==> src/rtl/shift_pkg.sv <==
// Shared encodings and the operand bundle handed from the issue stage to the shifter.
package shift_pkg;

   localparam int XLEN = 32;

   typedef enum logic [1:0] {
      SH_SLL = 2'b00,
      SH_SRL = 2'b01,
      SH_SRA = 2'b10
   } shift_type_e;

   localparam logic [6:0] OP_IMM  = 7'b0010011;
   localparam logic [6:0] OP_REG  = 7'b0110011;
   localparam logic [2:0] F3_SLL  = 3'b001;
   localparam logic [2:0] F3_SR   = 3'b101;
   localparam logic [6:0] F7_ZERO = 7'b0000000;
   localparam logic [6:0] F7_SRA  = 7'b0100000;

   typedef struct packed {
      logic [XLEN-1:0] a;
      logic [4:0]      shamt;
      shift_type_e     sh_type;
      logic [4:0]      rd;
      logic            illegal;
   } shift_op_t;

endpackage

==> src/rtl/shift_decode.sv <==
// Combinational recogniser for RV32I shifts; builds the shifter operand bundle.
module shift_decode
   import shift_pkg::*;
(
   input  logic [31:0] instr,
   input  logic [31:0] rs1,
   input  logic [31:0] rs2,
   output logic        is_shift,
   output shift_op_t   op
);

   logic [6:0] opcode;
   logic [2:0] funct3;
   logic [6:0] funct7;
   logic       legal;
   logic       unused_bits;

   assign opcode      = instr[6:0];
   assign funct3      = instr[14:12];
   assign funct7      = instr[31:25];
   assign unused_bits = ^{instr[19:15], rs2[31:5]};

   always_comb begin
      is_shift = 1'b0;
      legal    = 1'b0;
      op       = '0;
      if ((opcode == OP_IMM || opcode == OP_REG) &&
          (funct3 == F3_SLL || funct3 == F3_SR)) begin
         is_shift = 1'b1;
         op.rd    = instr[11:7];
         legal    = (funct7 == F7_ZERO) || (funct3 == F3_SR && funct7 == F7_SRA);
         // Malformed encodings still occupy a slot so EX can raise the trap in order.
         if (legal) begin
            op.a     = rs1;
            op.shamt = (opcode == OP_IMM) ? instr[24:20] : rs2[4:0];
            if (funct3 == F3_SLL)
               op.sh_type = SH_SLL;
            else if (funct7 == F7_SRA)
               op.sh_type = SH_SRA;
            else
               op.sh_type = SH_SRL;
         end else begin
            op.illegal = 1'b1;
         end
      end
   end

endmodule

==> src/rtl/shift_issue_stage.sv <==
// Two-entry skid-buffered issue stage feeding the combinational shifter.
// Handshake: a side transfers on a cycle where valid & ready are both high at the edge.
module shift_issue_stage
   import shift_pkg::*;
#(
   parameter int XLEN = 32
) (
   input  logic            clk,
   input  logic            rst_n,
   input  logic            flush,
   input  logic            in_valid,
   output logic            in_ready,
   input  logic [31:0]     in_instr,
   input  logic [XLEN-1:0] in_rs1,
   input  logic [XLEN-1:0] in_rs2,
   output logic            out_valid,
   input  logic            out_ready,
   output logic [XLEN-1:0] out_a,
   output logic [4:0]      out_shamt,
   output logic [1:0]      out_type,
   output logic [4:0]      out_rd,
   output logic            out_illegal
);

   // Bit 0 = main valid, bit 1 = skid valid, so both handshake outputs come straight off flops.
   typedef enum logic [1:0] {
      EMPTY = 2'b00,
      ONE   = 2'b01,
      TWO   = 2'b11
   } buf_state_e;

   buf_state_e state, state_nxt;
   shift_op_t  main_q, skid_q, dec_op;
   logic       dec_is_shift;
   logic       in_fire, out_fire;
   logic       load_main, load_skid, move_skid;

   shift_decode u_decode (
      .instr    (in_instr),
      .rs1      (in_rs1),
      .rs2      (in_rs2),
      .is_shift (dec_is_shift),
      .op       (dec_op)
   );

   assign in_ready  = ~state[1];
   assign out_valid = state[0];
   assign in_fire   = in_valid & in_ready & ~flush & dec_is_shift;
   assign out_fire  = out_valid & out_ready;

   always_comb begin
      state_nxt = state;
      load_main = 1'b0;
      load_skid = 1'b0;
      move_skid = 1'b0;
      if (flush) begin
         state_nxt = EMPTY;
      end else begin
         case (state)
            EMPTY: if (in_fire) begin
               state_nxt = ONE;
               load_main = 1'b1;
            end
            ONE: begin
               if (in_fire && out_fire) begin
                  load_main = 1'b1;
               end else if (in_fire) begin
                  state_nxt = TWO;
                  load_skid = 1'b1;
               end else if (out_fire) begin
                  state_nxt = EMPTY;
               end
            end
            TWO: if (out_fire) begin
               state_nxt = ONE;
               move_skid = 1'b1;
            end
            default: state_nxt = EMPTY;
         endcase
      end
   end

   always_ff @(posedge clk or negedge rst_n) begin
      if (!rst_n) begin
         state  <= EMPTY;
         main_q <= '0;
         skid_q <= '0;
      end else begin
         state <= state_nxt;
         if (load_main)
            main_q <= dec_op;
         else if (move_skid)
            main_q <= skid_q;
         if (load_skid)
            skid_q <= dec_op;
      end
   end

   assign out_a       = main_q.a;
   assign out_shamt   = main_q.shamt;
   assign out_type    = main_q.sh_type;
   assign out_rd      = main_q.rd;
   assign out_illegal = main_q.illegal;

endmodule

==> config.mk <==
export PLATFORM = sky130hd
export DESIGN_NAME = shift_issue_stage
export DESIGN_NICKNAME = d
export VERILOG_FILES = /design/src/rtl/shift_pkg.sv /design/src/rtl/shift_decode.sv /design/src/rtl/shift_issue_stage.sv
export SDC_FILE = /design/constraint.sdc
export NUM_CORES = 1
export LEC_CHECK = 0
export ABC_CLOCK_PERIOD_IN_PS = 2400
export CORE_MARGIN = 3
export CORE_UTILIZATION = 46
export DETAILED_ROUTE_END_ITERATION = 8
export PLACE_DENSITY = 0.81
export SLEW_MARGIN = 10
export SYNTH_ARGS = -nofsm -noshare
export SYNTH_HDL_FRONTEND = slang
export SYNTH_SLANG_ARGS = --single-unit
export TNS_END_PERCENT = 100
==> constraint.sdc <==
create_clock -name clk -period 2.4 [get_ports clk]
set_input_delay 0.48 -clock clk [delete_from_list [all_inputs] [get_ports clk]]
set_output_delay 0.48 -clock clk [all_outputs]
set_load 0.02 [all_outputs]
==> impl_metrics.env <==
export IMPL_status="complete, no violations"
export IMPL_relSlewSlack=0.669
export IMPL_crit_type="primary input to flip-flop"
export IMPL_fin_util=0.669
export IMPL_port_buffers=115
export IMPL_die_y_um=103
export IMPL_tightest_slew_ns=0.496
export IMPL_row_count=34
export IMPL_drc=0
export IMPL_cts_sinks=92
export IMPL_dp_hpwl_mm=7.42
export IMPL_grt_overflow_total=0
export IMPL_synth_area_per_cell_um2=9.92
export IMPL_r2r_slack_ns=0.41
export IMPL_worstSetupEndpointType="flip-flop"
export IMPL_drive_gt1_frac=0.104
export IMPL_ctsResizeCount=0
export IMPL_first_pass_iters=4
export IMPL_fin_nets=659
export IMPL_maxSlewViolCount=0
export IMPL_die_w_um=103
export IMPL_synth_seq_area_share=0.537
export IMPL_rsz0062_at_grt="no"
export IMPL_hold_viol_final=0
export IMPL_p_int_mw=2.23
export IMPL_grt_pass1_wl_mm=17.1
export IMPL_fill_cells=682
export IMPL_coreArea_mm2=0.00889
export IMPL_dpl_cell_area_mm2=0.00574
export IMPL_clk_pin_slew_ns=0.09
export IMPL_worst_path_max_delay_cell="or3_1"
export IMPL_ir_worst_vdd_mv=0.335
export IMPL_totalWireLength_mm=10.6
export IMPL_p_clk_frac=0.381
export IMPL_synth_edf_count=0
export IMPL_cp_max_fo=5
export IMPL_hp_class="primary input to async pin"
export IMPL_clock_root_buffer="clkbuf_8"
export IMPL_syn_to_final_growth_pct=38.8
export IMPL_fin_crit_ns=2.16
export IMPL_antenna_cells=0
export IMPL_dr_total_vias=3584
export IMPL_cts_tree="built"
export IMPL_clockBufferDepth=2
export IMPL_r2r_start="state[1]$_DFFE_PN0P_"
export IMPL_ys_seq_elements=92
export IMPL_drt_initial_drc_count=85
export IMPL_leakagePower_nw=2.78
export IMPL_insertion_delay_ns=0.35
export IMPL_htree_levels=3
export IMPL_hold_buffers=0
export IMPL_p_sw_frac=0.238
export IMPL_netlist_area_mm2=0.00429
export IMPL_numCtsBuffers=9
export IMPL_fin_area_mm2=0.00595
export IMPL_cpMostUsedCell="or3_1"
export IMPL_start_kind="primary input"
export IMPL_r2r_end="out_shamt[4]$_DFFE_PN0P_"
export IMPL_setup_viol_count_final=0
export IMPL_wl_per_cell_um=15.9
export IMPL_syn_inst=432
export IMPL_ys_warnings_count=0
export IMPL_start_util=0.482
export IMPL_ys_async_sr_fraction=1.00
export IMPL_critical_path_max_stage_delay_ns=0.51
export IMPL_syn_nets=537
export IMPL_fin_worst_skew_ns=0.0106
export IMPL_critPathTopFamily="simple AND/OR/NAND/NOR gates"
export IMPL_p_sw_mw=0.697
export IMPL_crit_required_ns=2.66
export IMPL_drt_vias_per_instance=5.37
export IMPL_maxCapViolCount=0
export IMPL_p_seq_frac=0.534
export IMPL_ant_nets=0
export IMPL_min_period_over_period=0.901
export IMPL_place_congestion=0.845
export IMPL_ios=148
export IMPL_p_per_area_mw_per_mm2=492
export IMPL_crit_chain="clkdlybuf4s50_1, and4bb_2, nand3_1, or3_1, or3_1, o21ai_0"
export IMPL_path_buf_inv=1
export IMPL_antenna_found_initial=0
export IMPL_grt_pass1_vias=3549
export IMPL_synth_main_ff_cell="dfrtp_1"
export IMPL_cts_setup_buffers=0
export IMPL_track_usage=0.207
export IMPL_arrival_ns=2.43
export IMPL_p_comb_frac=0.085
export IMPL_dieArea_mm2=0.0105
export IMPL_synth_cell_types=36
export IMPL_rr_worst_depth=6
export IMPL_grt_max_degree=93
export IMPL_fmax_mhz=462
registers in the layout, summed over array words and instances, names as in the netlist:
signal / count
out_illegal: 1
skid_q: 45
out_rd: 5
out_shamt: 5
out_type: 2
state: 2
out_a: 32
layer usage:
metal / up-vias / track usage / routed length (um)
met3: 12 / 0.0359 / 492
met5: - / 0 / 0
met4: 0 / 0.0757 / 152
met1: 1721 / 0.270 / 4570
met2: 99 / 0.347 / 5390
li1: 1752 / - / -
cell families after synthesis:
logic type | count (synthesis) | synth area share
and+or+nand+nor | 156 | 0.175
AOI/OAI and AO/OA | 94 | 0.117
DFF | 92 | 0.537
muxes | 54 | 0.129
buffers and inverters | 32 | 0.0306
adders and majority gates | 4 | 0.0117
cell usage after synthesis, types with 2 or more instances:
cell	n	area, um2
mux2i_1	44	440
dfrtp_1	92	2300
buf_1	3	11.3
o21ai_0	75	375
nand2b_1	2	12.5
buf_2	3	15.0
clkbuf_1	22	82.6
nand3_1	35	175
nor2b_1	3	18.8
nand4b_1	2	17.5
inv_1	3	11.3
nor3_2	2	20.0
ha_1	4	50.1
nor2_1	12	45.0
nand4_1	2	12.5
nand2_1	78	293
o31ai_1	5	37.5
a21oi_1	8	40.0
nor3_1	3	15.0
or3_1	9	56.3
mux2_2	10	113
power by group through the flow:
| stage | clock, mW | sequential [mW] | combinational [mW] |
|---|---|---|---|
| after detailed placement | 0 | 1.59 | 0.250 |
| final | 1.11 | 1.56 | 0.250 |
| after floorplan | 0 | 1.60 | 0.0491 |
| after global routing | 1.20 | 1.56 | 0.271 |
| after global placement | 0 | 1.59 | 0.244 |
| after CTS | 1.14 | 1.56 | 0.252 |
worst max-delay path by stage:
stage                                    start  cells after the start                       end  slack, ns
final                              in_instr[1]                      6  out_shamt[4]$_DFFE_PN0P_       0.24
after global routing               in_instr[0]                      6  out_shamt[4]$_DFFE_PN0P_       0.17
after CTS                          in_instr[0]                      6  out_shamt[4]$_DFFE_PN0P_       0.26
after detailed placement           in_instr[0]                      6  out_shamt[4]$_DFFE_PN0P_      -0.13
after global placement                   flush                      6     skid_q[4]$_DFFE_PN0P_      -0.03
after floorplan           state[0]$_DFFE_PN0P_                      6     out_rd[1]$_DFFE_PN0P_       0.48
cells in the final DEF (no fill, tap or decap):
cell type        instances
a21boi_0                 1
a21oi_1                  8
a2bb2oi_1                1
a311oi_1                 1
a31oi_1                  1
a41o_1                   1
and2_1                   1
and3_1                   1
and3b_1                  1
and4bb_2                 1
buf_12                   7
buf_4                   19
bufinv_16                1
clkbuf_8                10
clkdlybuf4s50_1        114
dfrtp_1                 92
ha_1                     4
inv_1                    3
inv_6                    5
mux2_2                  10
mux2i_1                 44
nand2_1                 78
nand2_2                  1
nand2b_1                 2
nand3_1                 35
nand4_1                  2
nand4b_1                 2
nand4bb_1                1
nor2_1                  12
nor2b_1                  3
nor3_1                   3
nor3_4                   2
nor4_4                   1
o21ai_0                 75
o22ai_1                  1
o31ai_1                  5
or3_1                    9
or3b_4                   1
per-stage QoR:
step / hold WS [ns] / cells / TNS (ns) / setup slack (ns) / power [mW]
after floorplan: 0.184 / 432 / 0 / 0.480 / 1.65
after global placement: 0.459 / 651 / -0.0741 / -0.0260 / 1.84
after detailed placement: 0.466 / 651 / -0.637 / -0.126 / 1.84
after CTS: 0.174 / 667 / 0 / 0.258 / 2.95
after global routing: 0.194 / 667 / 0 / 0.165 / 3.04
final: 0.136 / 667 / 0 / 0.237 / 2.93
layout make-up:
| cell class | count | area, um2 | area share |
|---|---|---|---|
| inverters | 3 | 11.3 | 0.00189 |
| multi-input cells | 308 | 1870 | 0.314 |
| clock buffers | 10 | 138 | 0.0231 |
| clock inverters | 6 | 73.8 | 0.0124 |
| repair buffers | 140 | 1420 | 0.239 |
| flip-flops and latches | 92 | 2300 | 0.387 |
| well taps | 108 | 135 | 0.0227 |
Power figures use the tool's default switching activity.
